### config.mk
export PLATFORM = sky130hd
export DESIGN_NAME = multdiv_p_stage
export DESIGN_NICKNAME = d
export VERILOG_FILES = /design/src/rtl/multdiv_pkg.sv /design/src/rtl/multdiv_iter_core.sv /design/src/rtl/multdiv_p_stage.sv
export SDC_FILE = /design/constraint.sdc
export NUM_CORES = 1
export LEC_CHECK = 0
export BUFFER_PORTS_ARGS = -buffer_cell sky130_fd_sc_hd__buf_2
export CAP_MARGIN = 20
export CORE_MARGIN = 2
export CORE_UTILIZATION = 30
export CTS_CLUSTER_DIAMETER = 50
export DETAILED_ROUTE_END_ITERATION = 10
export HOLD_SLACK_MARGIN = 0.02
export PLACE_DENSITY = 0.45
export SKIP_LAST_GASP = 1
export SLEW_MARGIN = 10
export SYNTH_ARGS = -nofsm -noshare
export SYNTH_HDL_FRONTEND = slang
export SYNTH_SLANG_ARGS = --single-unit
### constraint.sdc
create_clock -name clock -period 4.6 [get_ports clock]
set_input_delay 0.92 -clock clock [delete_from_list [all_inputs] [get_ports clock]]
set_output_delay 0.92 -clock clock [all_outputs]
set_load 0.005 [all_outputs]
### src/rtl/multdiv_pkg.sv
// multdiv_pkg: shared constants, FSM state type and helpers for the
// iterative multiply/divide P stage.
package multdiv_pkg;

   localparam logic [4:0]  OP_RTYPE      = 5'd0;
   localparam logic [4:0]  ALU_MUL       = 5'b00110;
   localparam logic [4:0]  ALU_DIV       = 5'b00111;
   localparam logic [4:0]  RSTATUS_REG   = 5'd30;
   localparam logic [31:0] STAT_MUL_OVF  = 32'd4;
   localparam logic [31:0] STAT_DIV_ZERO = 32'd5;

   typedef enum logic [1:0] {
      IDLE,
      BUSY,
      DONE
   } state_t;

   function automatic logic [31:0] mag(input logic [31:0] x);
      return x[31] ? -x : x;
   endfunction

   function automatic logic is_md(input logic [31:0] ir);
      return (ir[31:27] == OP_RTYPE) &&
             ((ir[6:2] == ALU_MUL) || (ir[6:2] == ALU_DIV));
   endfunction

endpackage

### src/rtl/multdiv_iter_core.sv
// multdiv_iter_core: unsigned shift-add multiply / restoring divide engine.
// Ports: load (capture magnitudes), step (one iteration), res_nxt/last.
module multdiv_iter_core #(
   parameter int ITERS = 32
) (
   input  logic        clock,
   input  logic        reset_n,
   input  logic        load,
   input  logic        step,
   input  logic        div_op,
   input  logic [31:0] opa,
   input  logic [31:0] opb,
   output logic [31:0] res_nxt,
`ifdef MULTDIV_EXC_EN
   output logic [31:0] hi_nxt,
`endif
   output logic        last
);

   localparam int CW = $clog2(ITERS);

   logic [63:0]   acc;
   logic [63:0]   acc_nxt;
   logic [31:0]   opnd;
   logic          is_div;
   logic [CW-1:0] cnt;
   logic [32:0]   sum;
   logic [32:0]   sh;
   logic [32:0]   diff;

   // acc = {hi, lo}: mul keeps partial product in hi and multiplier
   // in lo; div keeps remainder in hi and dividend/quotient in lo.
   always_comb begin
      sum  = {1'b0, acc[63:32]} + {1'b0, (acc[0] ? opnd : 32'd0)};
      sh   = {acc[63:32], acc[31]};
      diff = sh - {1'b0, opnd};
      if (is_div) begin
         if (diff[32])
            acc_nxt = {sh[31:0], acc[30:0], 1'b0};
         else
            acc_nxt = {diff[31:0], acc[30:0], 1'b1};
      end else begin
         acc_nxt = {sum, acc[31:1]};
      end
   end

   assign res_nxt = acc_nxt[31:0];
`ifdef MULTDIV_EXC_EN
   assign hi_nxt  = acc_nxt[63:32];
`endif
   assign last    = (cnt == CW'(ITERS - 1));

   always_ff @(posedge clock or negedge reset_n) begin
      if (!reset_n) begin
         acc    <= '0;
         opnd   <= '0;
         is_div <= 1'b0;
         cnt    <= '0;
      end else if (load) begin
         acc    <= {32'd0, opa};
         opnd   <= opb;
         is_div <= div_op;
         cnt    <= '0;
      end else if (step) begin
         acc    <= acc_nxt;
         cnt    <= cnt + CW'(1);
      end
   end

endmodule

### src/rtl/multdiv_p_stage.sv
// multdiv_p_stage: P stage FSM, decode, sign fix-up and write-back outputs.
// Ports: DXIR/dataA/dataB in; PWIR/pResult/multOrDivReady/pStall/pException.
// MULTDIV_EXC_EN: report overflow / div-by-zero via rstatus and pException.
module multdiv_p_stage
   import multdiv_pkg::*;
#(
   parameter int ITERS = 32
) (
   input  logic        clock,
   input  logic        reset_n,
   input  logic [31:0] DXIR,
   input  logic [31:0] dataA,
   input  logic [31:0] dataB,
   output logic [31:0] PWIR,
   output logic [31:0] pResult,
   output logic        multOrDivReady,
   output logic        pStall,
   output logic        pException
);

   state_t      state;
   logic        start;
   logic        load;
   logic        step;
   logic        last;
   logic        sign;
   logic        dz;
   logic [31:0] res_nxt;
   logic [31:0] res;

   assign start = is_md(DXIR);
   assign load  = start && (state != BUSY);
   assign step  = (state == BUSY) && !dz;
   // Low word of the negated product equals negation of the low word.
   assign res   = sign ? -res_nxt : res_nxt;

`ifdef MULTDIV_EXC_EN
   logic [31:0] hi_nxt;
   logic        div_q;
   logic        ovf;
   logic        exc_q;

   // Magnitude fits when < 2^31, or == 2^31 with a negative result.
   assign ovf = !div_q &&
                ((hi_nxt != 32'd0) ||
                 (res_nxt[31] && !(sign && (res_nxt[30:0] == 31'd0))));
   assign pException = exc_q;
`else
   assign pException = 1'b0;
`endif

   multdiv_iter_core #(
      .ITERS(ITERS)
   ) u_core (
      .clock  (clock),
      .reset_n(reset_n),
      .load   (load),
      .step   (step),
      .div_op (DXIR[6:2] == ALU_DIV),
      .opa    (mag(dataA)),
      .opb    (mag(dataB)),
      .res_nxt(res_nxt),
`ifdef MULTDIV_EXC_EN
      .hi_nxt (hi_nxt),
`endif
      .last   (last)
   );

   always_ff @(posedge clock or negedge reset_n) begin
      if (!reset_n) begin
         state          <= IDLE;
         PWIR           <= '0;
         pResult        <= '0;
         multOrDivReady <= 1'b0;
         pStall         <= 1'b0;
         sign           <= 1'b0;
         dz             <= 1'b0;
`ifdef MULTDIV_EXC_EN
         div_q          <= 1'b0;
         exc_q          <= 1'b0;
`endif
      end else begin
         multOrDivReady <= 1'b0;
`ifdef MULTDIV_EXC_EN
         exc_q          <= 1'b0;
`endif
         unique case (state)
            IDLE, DONE: begin
               if (start) begin
                  PWIR   <= DXIR;
                  sign   <= dataA[31] ^ dataB[31];
                  dz     <= (DXIR[6:2] == ALU_DIV) && (dataB == 32'd0);
`ifdef MULTDIV_EXC_EN
                  div_q  <= (DXIR[6:2] == ALU_DIV);
`endif
                  state  <= BUSY;
                  pStall <= 1'b1;
               end else begin
                  state  <= IDLE;
                  pStall <= 1'b0;
               end
            end
            BUSY: begin
               if (dz || last) begin
                  state          <= DONE;
                  multOrDivReady <= 1'b1;
`ifdef MULTDIV_EXC_EN
                  if (dz) begin
                     pResult     <= STAT_DIV_ZERO;
                     PWIR[26:22] <= RSTATUS_REG;
                     exc_q       <= 1'b1;
                  end else if (ovf) begin
                     pResult     <= STAT_MUL_OVF;
                     PWIR[26:22] <= RSTATUS_REG;
                     exc_q       <= 1'b1;
                  end else begin
                     pResult     <= res;
                  end
`else
                  pResult        <= dz ? 32'd0 : res;
`endif
               end
            end
            default: state <= IDLE;
         endcase
      end
   end

endmodule

==> results of run 1 <==
## final cells by class
type                            count  area, um^2
Antenna cell                        1        2.50
Clock buffer                       20         447
Clock inverter                     12         131
Fill cell                        4379       27100
Inverter                           59         221
Multi-Input combinational cell   1154        7860
Sequential cell                   172        4310
Tap cell                          539         674
Timing Repair Buffer              186        1020
## power groups by stage
stage               Sequential, mW  Combinational (mW)  Clock, mW
finish                        1.67                1.15       1.48
CTS                           1.67                1.16       1.52
floorplan                     1.66               0.835          0
global placement              1.70                1.15          0
detailed placement            1.70                1.15          0
global route                  1.68                1.29       1.57
## final timing paths
check / from / endpoint
worst min-delay path: PWIR[3] / PWIR[3]
worst min register to register: PWIR[3] / PWIR[3]
min in group asynchronous: reset_n / pResult[14]
max in group asynchronous: reset_n / u_core.opnd[10]
worst max-delay path: u_core.acc[0] / u_core.acc[61]
worst max register to register: u_core.acc[0] / u_core.acc[61]
## state kept, by name, summed over array words and instances, names as in the netlist, 2 cells and up
signal and flops:
state 2, u_core.acc 64, u_core.cnt 5, u_core.opnd 32, pResult 32, PWIR 32
## routing by layer
metal | track usage [%] | vias up | routed length [um]
met2 | 31.0 | 193 | 19200
met5 | 0 | - | 0
met4 | 4.90 | 0 | 685
li1 | - | 5492 | -
met1 | 23.0 | 5328 | 17600
met3 | 2.93 | 39 | 1310
## worst max-delay path, cell delays in order, from the launching register on
cell      delay (ns)
dfrtp_1         0.49
and2_1          0.20
ha_1            0.23
fa_1            0.41
a21o_1          0.20
a221oi_1        0.24
buf_4           0.18
o21ai_0         0.21
a311oi_1        0.48
buf_4           0.21
a41o_1          0.24
o31ai_1         0.10
a21oi_1         0.25
xor2_1          0.17
o21ai_0         0.10
a32o_1          0.28
## cell usage in the layout, fill, tap and decap left out, types with 18 or more instances in the layout
master and count:
o221ai_1 28, nand3_1 38, nor2b_1 18, nand2_1 169, o21ai_0 148, xnor2_1 68
buf_2 162, buf_4 21, and2_1 39, inv_1 57, ha_1 68, mux2i_1 48
nor2_1 70, a21o_1 25, nor3_1 20, o31ai_1 24, mux2_2 32, xor2_1 75
a21oi_1 83, dfrtp_1 171
## through the flow
stage          total power [mW]  worst slack [ns]
6_report                   4.29             0.489
5_1_grt                    4.55             0.249
2_1_floorplan              2.50             0.973
3_5_place_dp               2.85             0.561
4_1_cts                    4.35             0.574
3_3_place_gp               2.85             0.596
## cell families (layout without fill, tap and decap cells)
family,Yosys count,in the layout,share of synthesized area [%]
AOI/OAI and AO/OA,422,422,21.4
xor gates and xnor gates,143,143,9.93
adders and majority gates,70,70,7.06
buffers and inverters,125,277,3.80
DFF,172,172,34.1
muxes,80,80,6.67
other,1,2,0.0297
and+or+nand+nor,438,438,17.0
==> impl_metrics.py, run 1 <==
metrics = {
    "critical_path": {
        "crit_path_end_kind": "flop",
        "worstPathMaxFanout": 6,
        "criticalPathCategory": "flop to flop",
        "critPathArrivalTime_ns": 4.45,
        "cp.required_ns": 4.94,
        "r2r_cells": 15,
        "ff2ff_setup_slack_ns": 0.49,
        "start_kind": "flop",
    },
    "run_status": {
        "run_status": "finished, final reports clean",
    },
    "timing": {
        "hold_slack_ns": 0.468,
        "finalMaxSlewViolations": 0,
        "rsz0062_at_grt": "no",
        "period_share_pct": 89.4,
        "skew_ns": 0.0126,
        "relSlewSlack_pct": 28.0,
        "worst_pin_slew_ns": 1.08,
        "finalHoldViolCount": 0,
        "max_freq_mhz": 243,
        "setup_viol": 0,
        "tns_ns": 0,
        "min_period_ns": 4.11,
    },
    "placed_design": {
        "port_buffers": 163,
        "dp.cells": 2110,
        "dp_hpwl_mm": 28.9,
        "dpl_cell_area_um2": 14100,
        "gp_congestion": 0.820,
    },
    "global_route": {
        "grt_usage_pct": 17.9,
        "grt.overflow.total": 0,
        "antenna_found_initial": 3,
        "grt_pass1_vias": 11100,
        "grt_max_degree": 71,
        "grt_pass1_wl_mm": 61.8,
    },
    "routing": {
        "viasPerCell": 5.16,
        "drt-pass1-iter-count": 5,
        "wl_mm": 38.8,
        "postRouteAntennaNets": 0,
        "drcViolationCount": 0,
        "vias": 11100,
        "wl_per_cell_um": 18.1,
        "drt-initial-drc-count": 479,
    },
    "clock_network": {
        "clockRootBuffer": "clkbuf_16",
        "postCtsSetupRepairBufs": 0,
        "cts.htree.levels": 4,
        "cts.path.max_buffers": 2,
        "clk_latency_ns": 0.45,
        "cts_tree": "built",
        "hold_buffers": 0,
        "numCtsBuffers": 17,
        "clk_pin_slew_ns": 0.07,
        "cts.repair.resized": 0,
        "cts.sink_count": 172,
    },
    "synthesis": {
        "yosys_warnings": 0,
        "netlist_top_cells_count": "172 x dfrtp_1, 170 x nand2_1, 148 x o21ai_0, 83 x a21oi_1, 75 x xor2_1",
        "synth_edf_count": 0,
        "ys_seq_elements": 172,
        "synth_top_area_share_pct": 34.1,
        "ys.flop_type": "dfrtp_1",
        "yosys.area.top_type": "dfrtp_1",
        "synth.cell_area_um2": 12600,
        "synth_most_common_cell": "dfrtp_1",
        "synth_cell_types": 71,
        "syn_nets": 1619,
        "syn_area_per_cell_um2": 8.69,
        "ys_seq_area_share_pct": 34.1,
        "syn_inst": 1451,
        "async_reset_ff_share_pct": 100,
        "synthTopCellsByArea": "dfrtp_1 34%, ha_1 6.7%, o21ai_0 5.9%, xor2_1 5.2%, nand2_1 5.1%",
    },
    "die": {
        "start_util_pct": 30.2,
        "boundaryPins": 165,
        "die-height_um": 209,
        "die_area_um2": 43700,
        "coreArea_um2": 41800,
        "die_x_um": 209,
        "num_rows": 75,
    },
    "cells_and_area": {
        "final_cells": 2143,
        "num-nets-final": 1758,
        "final_area_um2": 14700,
        "area_growth_pct": 16.2,
        "post-route-util_pct": 35.1,
        "drive_gt1_share_pct": 17.6,
    },
    "run": {
        "cap_violations": 0,
    },
    "pwr": {
        "seq_power_share_pct": 38.8,
        "p_sw_mw": 1.43,
        "vdd_ir_drop_max_v": 0.000262,
        "netSwitchingFraction_pct": 33.3,
        "power_density_nw_per_um2": 293,
        "combinationalPowerShare_pct": 26.8,
        "power_frac_clock_pct": 34.4,
        "cellLeakagePower_nw": 6.60,
        "internal-power_mw": 2.87,
    },
    "worst_hold_path": {
        "whs_path_depth": 1,
        "hp-class": "flop to flop",
    },
}
(Power assumes the default switching activity.)
==> run 2: changes to the inputs <==
--- a/config.mk
+++ b/config.mk
@@ -13,6 +13,7 @@
 export DETAILED_ROUTE_END_ITERATION = 10
 export HOLD_SLACK_MARGIN = 0.02
 export PLACE_DENSITY = 0.45
+export REMOVE_ABC_BUFFERS = 1
 export SKIP_LAST_GASP = 1
 export SLEW_MARGIN = 10
 export SYNTH_ARGS = -nofsm -noshare
==> impl_metrics.py, run 2 (synthesis results as in run 1) <==
metrics = {
    "routing": {
        "viasPerCell": 5.14,
        "wl_per_cell_um": 17.8,
        "drt-pass1-iter-count": 5,
        "wl_mm": 38.3,
        "drt-initial-drc-count": 622,
        "postRouteAntennaNets": 0,
        "drcViolationCount": 0,
        "vias": 11100,
    },
    "pwr": {
        "total_power_mw": 4.31,
        "cellLeakagePower_nw": 6.66,
        "power_density_nw_per_um2": 293,
        "vdd_ir_drop_max_v": 0.000201,
    },
    "critical_path": {
        "cp.required_ns": 5.01,
        "criticalPathCategory": "flop to flop",
        "worstPathMaxFanout": 9,
        "crit_path_end_kind": "flop",
        "critPathArrivalTime_ns": 4.44,
        "start_kind": "flop",
    },
    "timing": {
        "worst_slack_ns": 0.568,
        "relSlewSlack_pct": 31.3,
        "rsz0062_at_grt": "no",
        "worst_pin_slew_ns": 1.03,
        "finalHoldViolCount": 0,
        "period_share_pct": 87.6,
        "tns_ns": 0,
        "setup_viol": 0,
        "finalMaxSlewViolations": 0,
        "min_period_ns": 4.03,
        "skew_ns": 0.0155,
        "max_freq_mhz": 248,
    },
    "die": {
        "num_rows": 75,
        "die_area_um2": 43700,
        "start_util_pct": 30.2,
        "die_x_um": 209,
        "die-height_um": 209,
        "coreArea_um2": 41800,
        "boundaryPins": 165,
    },
    "run_status": {
        "run_status": "finished, final reports clean",
    },
    "clock_network": {
        "cts.sink_count": 172,
        "cts_tree": "built",
        "cts.path.max_buffers": 2,
        "clockRootBuffer": "clkbuf_16",
        "cts.htree.levels": 4,
        "postCtsSetupRepairBufs": 0,
        "cts.repair.resized": 0,
        "clk_latency_ns": 0.47,
        "clk_pin_slew_ns": 0.08,
        "numCtsBuffers": 17,
        "hold_buffers": 0,
    },
    "worst_hold_path": {
        "hp-class": "flop to flop",
    },
    "cells_and_area": {
        "largest_reg_flops": 64,
        "drive_gt1_share_pct": 18.2,
        "antenna_cells": 0,
        "final_cell_mix": "171 x dfrtp_1, 169 x nand2_1, 162 x buf_2, 148 x o21ai_0, 83 x a21oi_1",
        "largest-register": "u_core.acc",
        "num-nets-final": 1769,
        "area_growth_pct": 16.8,
        "final_common_cell": "dfrtp_1",
    },
    "placed_design": {
        "port_buffers": 163,
        "gp_congestion": 0.808,
        "dp_hpwl_mm": 28.4,
        "dp_slack_ns": 0.535,
    },
    "global_route": {
        "grt_usage_pct": 17.9,
        "grt_pass1_vias": 11000,
        "grt_pass1_wl_mm": 62.2,
        "antenna_found_initial": 2,
        "grt.overflow.total": 0,
        "grt_max_degree": 86,
    },
    "run": {
        "cap_violations": 0,
    },
}
-- run 2: cell count changes in the layout (fill, tap and decap cells not counted), sizes merged --
cell      change
inv           +2
clkbuf        -2
buf          +11
diode         -1
clkinvlp      -1
-- run 2: layout make-up --
cell class              count  area (um^2)
well taps                 539          674
multi-input cells        1154         7860
flip-flops and latches    172         4310
fillers                  4358        27000
inverters                  59          221
clock buffers              18          439
clock inverters            13          129
repair buffers            197         1110
-- run 2: worst max-delay path, cell delays in order (launching register included) --
cell and delay [ns]:
dfrtp_1 0.38, inv_1 0.09, ha_1 0.16, inv_1 0.05, fa_1 0.43, a211oi_1 0.27
o211a_1 0.25, nor3_1 0.10, o211a_1 0.28, or4_1 0.51, nand3_1 0.29, nand3b_1 0.32
or4_1 0.47, or3_1 0.31, nand3_1 0.08
-- run 2: path summary, 6_finish.rpt --
| kind | from | endpoint | slack [ns] | depth (start not counted) |
|---|---|---|---|---|
| setup reg to reg | u_core.acc[31] | pResult[22] | 0.57 | 14 |
| setup / recovery | u_core.acc[31] | pResult[22] | 0.57 | 14 |
| min in group asynchronous | reset_n | multOrDivReady | 0.51 | 1 |
| hold / removal | PWIR[3] | PWIR[3] | 0.47 | 1 |
| max in group asynchronous | reset_n | u_core.opnd[10] | 3.08 | 2 |
| hold reg to reg | PWIR[3] | PWIR[3] | 0.47 | 1 |
-- run 2: power by group --
part | leakage, nW | total [mW] | internal, mW | switching, mW
Combinational | 4.27 | 1.17 | 0.518 | 0.648
Clock | 0.286 | 1.48 | 0.772 | 0.711
Sequential | 2.11 | 1.66 | 1.58 | 0.0806
Total | 6.66 | 4.31 | 2.87 | 1.44
-- run 2: stage by stage --
| step | util [%] | instances | hold slack, ns | area, um^2 |
|---|---|---|---|---|
| 3_3_place_gp | 33.9 | 2120 | 0.450 | 14200 |
| 3_5_place_dp | 33.9 | 2121 | 0.451 | 14200 |
| 4_1_cts | 35.3 | 2152 | 0.477 | 14700 |
| 5_1_grt | 35.3 | 2152 | 0.495 | 14700 |
| 6_report | 35.3 | 2152 | 0.470 | 14700 |
| 2_1_floorplan | - | 1385 | 0.464 | 12400 |
-- run 2: routing by layer --
| layer | track usage (%) | wire length [um] | up-vias |
|---|---|---|---|
| li1 | - | - | 5502 |
| met1 | 25.0 | 18800 | 5364 |
| met2 | 28.9 | 17800 | 177 |
| met3 | 3.43 | 1360 | 26 |
| met4 | 3.47 | 347 | 2 |
| met5 | 0 | 13 | - |
